<file path="config.mk">
export PLATFORM = sky130hd
export DESIGN_NAME = nibble_serial_adder
export DESIGN_NICKNAME = d
export VERILOG_FILES = /design/src/rtl/nibble_serial_adder.sv
export SDC_FILE = /design/constraint.sdc
export NUM_CORES = 1
export LEC_CHECK = 0
export CORE_MARGIN = 2
export CORE_UTILIZATION = 55
export CTS_CLUSTER_DIAMETER = 40
export DETAILED_ROUTE_END_ITERATION = 10
export PLACE_DENSITY_LB_ADDON = 0.12
export SLEW_MARGIN = 20
export SYNTH_ARGS = -nofsm -noshare
export SYNTH_HDL_FRONTEND = slang
export SYNTH_SLANG_ARGS = --single-unit
</file>
<file path="constraint.sdc">
create_clock -name clk -period 6.9 [get_ports clk]
set_clock_uncertainty 0.1 [all_clocks]
set_input_delay 1.38 -clock clk [delete_from_list [all_inputs] [get_ports clk]]
set_output_delay 1.38 -clock clk [all_outputs]
set_load 0.05 [all_outputs]
</file>
<file path="src/rtl/nibble_serial_adder.sv">
// rtl/nibble_serial_adder.sv - W-bit add/subtract sequenced one nibble per clock through a 4-bit ripple slice
// The slice result of every RUN edge is merged into a partial register; flags are taken on the last nibble.

module adder_4 (
    input  logic [3:0] a,
    input  logic [3:0] b,
    input  logic       cin,
    output logic [3:0] s,
    output logic       cf
);
    logic [4:0] c;

    always_comb begin
        c    = '0;
        s    = '0;
        c[0] = cin;
        for (int i = 0; i < 4; i++) begin
            s[i]   = a[i] ^ b[i] ^ c[i];
            c[i+1] = (a[i] & b[i]) | (c[i] & (a[i] ^ b[i]));
        end
        cf = c[4];
    end
endmodule

module nibble_serial_adder #(
    parameter int NIBBLES = 4
) (
    input  logic                 clk,
    input  logic                 rst,
    input  logic                 start,
    input  logic                 sub,
    input  logic [4*NIBBLES-1:0] a,
    input  logic [4*NIBBLES-1:0] b,
    output logic                 ready,
    output logic                 busy,
    output logic                 done,
    output logic [4*NIBBLES-1:0] s,
    output logic                 cf,
    output logic                 of,
    output logic                 zf
);
    localparam int W     = 4 * NIBBLES;
    localparam int IDX_W = (NIBBLES > 1) ? $clog2(NIBBLES) : 1;
    localparam logic [IDX_W-1:0] LAST_IDX = IDX_W'(NIBBLES - 1);

    typedef enum logic [1:0] {
        S_IDLE,
        S_RUN,
        S_DONE
    } state_t;

    state_t           state_q, state_d;
    logic [W-1:0]     a_r_q, a_r_d;
    logic [W-1:0]     b_r_q, b_r_d;
    logic             carry_q, carry_d;
    logic [IDX_W-1:0] idx_q, idx_d;
    logic [W-1:0]     partial_q, partial_d;
    logic [W-1:0]     s_q, s_d;
    logic             cf_q, cf_d;
    logic             of_q, of_d;
    logic             zf_q, zf_d;
    logic             ready_q, ready_d;
    logic             busy_q, busy_d;
    logic             done_q, done_d;

    logic [3:0]       slice_a, slice_b, slice_s;
    logic             slice_cf;
    logic [W-1:0]     assembled;

    adder_4 u_slice (
        .a   (slice_a),
        .b   (slice_b),
        .cin (carry_q),
        .s   (slice_s),
        .cf  (slice_cf)
    );

    always_comb begin
        slice_a = a_r_q[{idx_q, 2'b00} +: 4];
        slice_b = b_r_q[{idx_q, 2'b00} +: 4];
        // Partial result with the nibble produced this cycle already merged in.
        assembled = partial_q;
        assembled[{idx_q, 2'b00} +: 4] = slice_s;
    end

    always_comb begin
        state_d   = state_q;
        a_r_d     = a_r_q;
        b_r_d     = b_r_q;
        carry_d   = carry_q;
        idx_d     = idx_q;
        partial_d = partial_q;
        s_d       = s_q;
        cf_d      = cf_q;
        of_d      = of_q;
        zf_d      = zf_q;
        ready_d   = ready_q;
        busy_d    = busy_q;
        done_d    = done_q;

        case (state_q)
            S_IDLE: begin
                if (start) begin
                    a_r_d     = a;
                    b_r_d     = sub ? ~b : b;
                    carry_d   = sub;
                    idx_d     = '0;
                    partial_d = '0;
                    state_d   = S_RUN;
                    ready_d   = 1'b0;
                    busy_d    = 1'b1;
                end
            end
            S_RUN: begin
                partial_d = assembled;
                carry_d   = slice_cf;
                idx_d     = idx_q + IDX_W'(1);
                if (idx_q == LAST_IDX) begin
                    s_d     = assembled;
                    cf_d    = slice_cf;
                    zf_d    = (assembled == '0);
                    of_d    = (a_r_q[W-1] == b_r_q[W-1]) && (assembled[W-1] != a_r_q[W-1]);
                    state_d = S_DONE;
                    busy_d  = 1'b0;
                    done_d  = 1'b1;
                end
            end
            S_DONE: begin
                state_d = S_IDLE;
                done_d  = 1'b0;
                ready_d = 1'b1;
            end
            default: begin
                state_d = S_IDLE;
                ready_d = 1'b1;
                busy_d  = 1'b0;
                done_d  = 1'b0;
            end
        endcase
    end

    always_ff @(posedge clk) begin
        if (rst) begin
            state_q   <= S_IDLE;
            a_r_q     <= '0;
            b_r_q     <= '0;
            carry_q   <= 1'b0;
            idx_q     <= '0;
            partial_q <= '0;
            s_q       <= '0;
            cf_q      <= 1'b0;
            of_q      <= 1'b0;
            zf_q      <= 1'b0;
            ready_q   <= 1'b1;
            busy_q    <= 1'b0;
            done_q    <= 1'b0;
        end else begin
            state_q   <= state_d;
            a_r_q     <= a_r_d;
            b_r_q     <= b_r_d;
            carry_q   <= carry_d;
            idx_q     <= idx_d;
            partial_q <= partial_d;
            s_q       <= s_d;
            cf_q      <= cf_d;
            of_q      <= of_d;
            zf_q      <= zf_d;
            ready_q   <= ready_d;
            busy_q    <= busy_d;
            done_q    <= done_d;
        end
    end

    assign ready = ready_q;
    assign busy  = busy_q;
    assign done  = done_q;
    assign s     = s_q;
    assign cf    = cf_q;
    assign of    = of_q;
    assign zf    = zf_q;
endmodule

</file>
Word-level counts from Yosys, hierarchy flattened
Index checks and enable logic that the tools add are counted.
{ "word_totals": {"reg_bits": 75, "inputBits": 36, "out_inout_bits": 22} }
{ "op_classes": {"addsub": 2, "n_eq_ne": 7, "shifts": 4, "mux": 18, "bitwise_logic": 24, "n_reduce_logical": 11} }
{ "op_table": {"columns": ["operator", "n"], "rows": [
  ["16-bit two-way mux", 2],
  ["16-bit case mux with 2 select lines", 1],
  ["16-bit by 5-bit variable part select with 4-bit output", 2],
  ["16-bit bitwise mux", 1],
  ["16-bit logical NOT", 1],
  ["16-bit NOT", 1],
  ["4-bit by 6-bit variable shift with 16-bit output, first input constant", 1],
  ["4-bit by 6-bit variable part select with 16-bit output", 1],
  ["2-bit AND reduction", 6],
  ["1-bit bitwise AND", 8],
  ["2-bit case mux with 2 select lines", 2],
  ["1-bit XOR", 8],
  ["2-bit two-way mux", 3],
  ["4-bit negation with 6-bit output", 1],
  ["1-bit case mux with 2 select lines", 3],
  ["1-bit two-way mux", 5],
  ["2-bit == test, second input constant", 2],
  ["2-bit inequality test, second input constant", 2],
  ["1-bit bitwise OR", 4],
  ["1-bit NOT", 3],
  ["1-bit case mux with 3 select lines", 1],
  ["3-bit AND reduction", 1],
  ["2-bit by 1-bit adder with 2-bit output, second input constant", 1],
  ["2-bit by 1-bit == test with 1-bit output, second input constant", 1],
  ["5 further kinds", 5]
]} }

Depth between registers and ports, before layout
{ "depth": {"ltp_word": 13, "ltp_mapped": 14} }

Hierarchy
From an unflattened synthesis, not the netlist that was laid out.
{ "hier_totals": {"hier_cells": 422, "hier_area_um2": 3542.1} }
{ "modules_own_cells": {"columns": ["module", "instances", "cells_each", "area_each_um2", "seq_area_each_um2"], "rows": [
  ["nibble_serial_adder", 1, 408, 3424.5, 1501.4],
  ["adder_4", 1, 14, 117.6, 0.0]
]} }

Least setup slack after synthesis
Ideal clock, no wire load.
{ "synth_timing": {"path_kind": "register to register", "startpoint": "register idx_q[0]", "endpoint": "register zf_q (netlist: zf)", "setup_ns": 0.061, "t_arrival_ns": 3.455, "t_required_ns": 6.739, "setup_slack_ns": 3.284, "path_stages_with_launch": 15, "path_buffers": 1, "synth_period_minus_slack_ns": 3.616, "path_cell_list": "dfxtp_1 -> buf_2 -> mux4_2 -> inv_1 -> fa_1 -> inv_1 -> fa_1 -> inv_1 -> fa_1 -> inv_1 -> fa_1 -> a31oi_1 -> nand4_1 -> a2111oi_4 -> a32o_1"} }
{ "synth_between": {"elab_chain_len": 12, "word_cells_on_any_way": 26} }
{ "synth_rtl": {"columns": ["element", "line_no", "text"], "rows": [
  ["start: declaration", "56", "logic [IDX_W-1:0] idx_q, idx_d;"],
  ["start signal: assignment", "162", "idx_q <= idx_d;"],
  ["16-bit by 5-bit variable part select with 4-bit output, on equally long branches", "79, 80", null],
  ["1-bit XOR", "18, 19", null],
  ["1-bit bitwise AND", "19", "c[i+1] = (a[i] & b[i]) | (c[i] & (a[i] ^ b[i]));"],
  ["1-bit bitwise OR", "19", null],
  ["1-bit bitwise AND", "19", null],
  ["1-bit bitwise OR", "19", null],
  ["1-bit bitwise AND", "19", null],
  ["1-bit bitwise OR", "19", null],
  ["1-bit XOR", "18", "s[i] = a[i] ^ b[i] ^ c[i];"],
  ["4-bit by 6-bit variable part select with 16-bit output", "83", "assembled[{idx_q, 2'b00} +: 4] = slice_s;"],
  ["16-bit bitwise mux", "83", null],
  ["16-bit logical NOT", "121", "zf_d = (assembled == '0);"],
  ["end signal: assignment", "167", "zf_q <= zf_d;"],
  ["end: declaration", "61", "logic zf_q, zf_d;"]
]} }
Parallel ways exist; a longest one is shown, timed or not.
A chain may end at the register's enable or synchronous reset.

Final worst setup path
Ends and elaborated chain as after synthesis.

==> results.yml <==
outcome:
  status: "finished clean"
critical_path:
  crit_cells: 13
  rr_startpoint: "idx_q[0]"
  reg2reg_depth: 13
  worstPathRequired_ps: 7110
  critPathLaunch: "idx_q[0]"
  path_max_fanout: 19
  worstSetupEndpoint: "zf"
  arrival_ps: 4310
  critPathSlowestCell: "dfxtp_1"
  worst-setup-path-type: "reg2reg"
  cp-start-kind: "register"
  r2r_slack_ps: 2800
  critPathBufInv: 4
  max_stage_delay_ps: 850
  endpoint_kind: "register"
  crit_family: "adder cells"
  worstPathCellList: "mux4_2 > inv_1 > fa_1 > inv_1 > fa_1 > inv_1 > fa_1 > inv_1 > fa_1 > a31oi_1 > nand4_1 > a2111oi_4 > a32o_1"
  crit-reg2reg-capture: "zf"
power:
  peakVddDrop_uv: 161
  power_density_nw_per_um2: 227
  p_leak_nw: 1.53
die:
  fp.dieH_um: 83.7
  io-pin-count: 58
  core_area_um2: 6240
  die_area_um2: 7000
  initial_core_util: 0.559
  row_count: 29
  dieWidth_um: 83.7
sta:
  tns_ps: 0
  slew_violations: 0
  fmax_mhz: 244
  finalCritPeriodShare: 0.595
  fin_crit_ps: 4100
  rsz0062_at_grt: "no"
  fin_ws_ps: 2800
  worst_pin_slew_ps: 949
  slew_headroom: 0.366
  hold_violations: 0
  finalSetupViolations: 0
grt:
  antenna_found_initial: 0
  grt_usage: 0.224
  grt_pass1_vias: 2710
  gr-total-overflow: 0
  grt_pass1_wl_um: 12600
  grt_max_degree: 77
synth:
  synth_cell_types: 43
  synth_compound_gate_area_share: 0.176
  synth_fa_ha_area_frac: 0.0444
  ys_ff_latch: 75
  synth_top_family_by_area: "simple AND/OR/NAND/NOR gates"
  synth_xor_area_frac: 0.0401
  synthesis.area_um2: 3490
  synthArstFlopShare: 0
  ys_seq_area_frac: 0.430
  synth_nets: 452
  synth-edff-count: 0
  ys.flop_type: "dfxtp_1"
  yosysWarnings: 0
  synthesis.instances: 406
  syn_area_per_cell_um2: 8.60
  synthSimpleGateAreaFrac: 0.195
  synth_mux_area_frac: 0.0581
placement:
  hpwlAfterDp_um: 5090
  globalplace.congestion: 0.872
  pre_cts_slack_ps: 2830
  port-buffer-count: 57
detailed_routing:
  antenna_left: 0
  first_pass_iters: 4
  drc: 0
  drt_iter0_drc: 206
  routed_wl_um: 7580
  vias_per_cell: 5.47
  wl_per_cell_um: 14.4
  vias: 2887
final_layout:
  num-nets-final: 492
  final_util: 0.680
  antennaDiodeCount: 0
  syn_to_final_growth_pct: 21.6
  final_cell_mix: "75 x nor2_1, 75 x dfxtp_1, 56 x clkdlybuf4s50_1, 46 x nand2_1, 35 x a21oi_1"
  multi_input_area_um2: 1800
  drive_gt1_frac: 0.0820
  seq_area_um2: 1500
  fill_cells: 531
run:
  cap_violations: 0
clock_tree:
  cts_sinks: 75
  numCtsBuffers: 9
  tritoncts: "built"
  hold_buffers: 0
  cts_resized: 0
  clock_path_buffers: 2
  cts-htree-levels: 3
  clock-root-buffer: "clkbuf_8"
  insertion_delay_ps: 360
  path_clk_slew_ps: 80
  post_cts_buffers: 0
hold_path:
  min-delay-start: "s[2]"
  min_path_type: "reg2reg"
==> per-layer routing <==
| layer | vias up | track usage | share of wire |
|---|---|---|---|
| met5 | - | 0 | 0 |
| met4 | 0 | 0.113 | 0.018 |
| met2 | 66 | 0.363 | 0.49 |
| met3 | 12 | 0.0336 | 0.035 |
| li1 | 1471 | - | - |
| met1 | 1338 | 0.293 | 0.46 |
==> synthesized netlist by cell type (2+ instances only) <==
cell,instances,area share
clkbuf_1,23,0.025
mux4_2,8,0.052
inv_1,18,0.019
buf_1,3,0.0032
mux2_2,2,0.0065
dfxtp_1,75,0.43
buf_2,3,0.0043
ha_1,6,0.022
a22oi_1,7,0.015
nor3b_1,3,0.0065
a21oi_1,35,0.050
xnor2_1,16,0.040
nor3_1,3,0.0043
nor2_1,75,0.081
a31oi_1,10,0.018
fa_1,4,0.023
o22ai_1,2,0.0036
nand3_1,5,0.0072
nor2b_1,10,0.018
o21ai_0,4,0.0057
a211oi_1,27,0.058
nand2_1,46,0.049
==> state kept, by name, summed over array words and instances, names as in the netlist, 2 cells and up <==
name / cells
a_r_q: 16
b_r_q: 16
idx_q: 2
partial_q: 16
s: 16
state_q: 2
==> worst min-delay path by stage <==
stage	endpoint	cells past startpoint
final	s[2]	2
after global routing	a_r_q[7]	2
after CTS	s[2]	2
after detailed placement	s[2]	2
after global placement	a_r_q[11]	2
after floorplan	a_r_q[10]	2
==> metrics by stage <==
stage	instances	power [mW]	hold slack, ps	cell area, µm²
after floorplan	406	0.583	333	3490
after global placement	512	0.631	343	4050
after detailed placement	512	0.633	349	4050
after CTS	528	0.966	359	4240
after global routing	528	0.999	380	4240
final	528	0.963	355	4240
==> worst reg2reg max path: stages, from the launching register on <==
cell and delay (ps):
dfxtp_1 850, mux4_2 600, inv_1 90, fa_1 160, inv_1 50, fa_1 350, inv_1 80, fa_1 160
inv_1 50, fa_1 520, a31oi_1 430, nand4_1 220, a2111oi_4 250, a32o_1 160
==> power breakdown <==
group	switching, mW	internal [mW]	total [mW]	leakage, nW
sequential	0.0170	0.451	0.468	0.612
clock	0.164	0.175	0.339	0.0991
combinational	0.0841	0.0715	0.156	0.815
total	0.265	0.698	0.963	1.53
==> layout make-up <==
class,instances,area share
Inverter,18,0.0159
Clock inverter,5,0.0124
Clock buffer,11,0.0333
Sequential cell,75,0.354
Multi-Input combinational cell,282,0.423
Timing Repair Buffer,60,0.139
Tap cell,77,0.0227
==> cell families (layout without fill, tap and decap cells) <==
family,count (synthesis),after routing
compound gates,93,93
xor+xnor,16,16
fa+ha+maj,10,10
buf+inv,49,94
flops,75,75
mux,10,10
simple gates,153,153
Note: power is estimated with default switching activity, not from simulation.
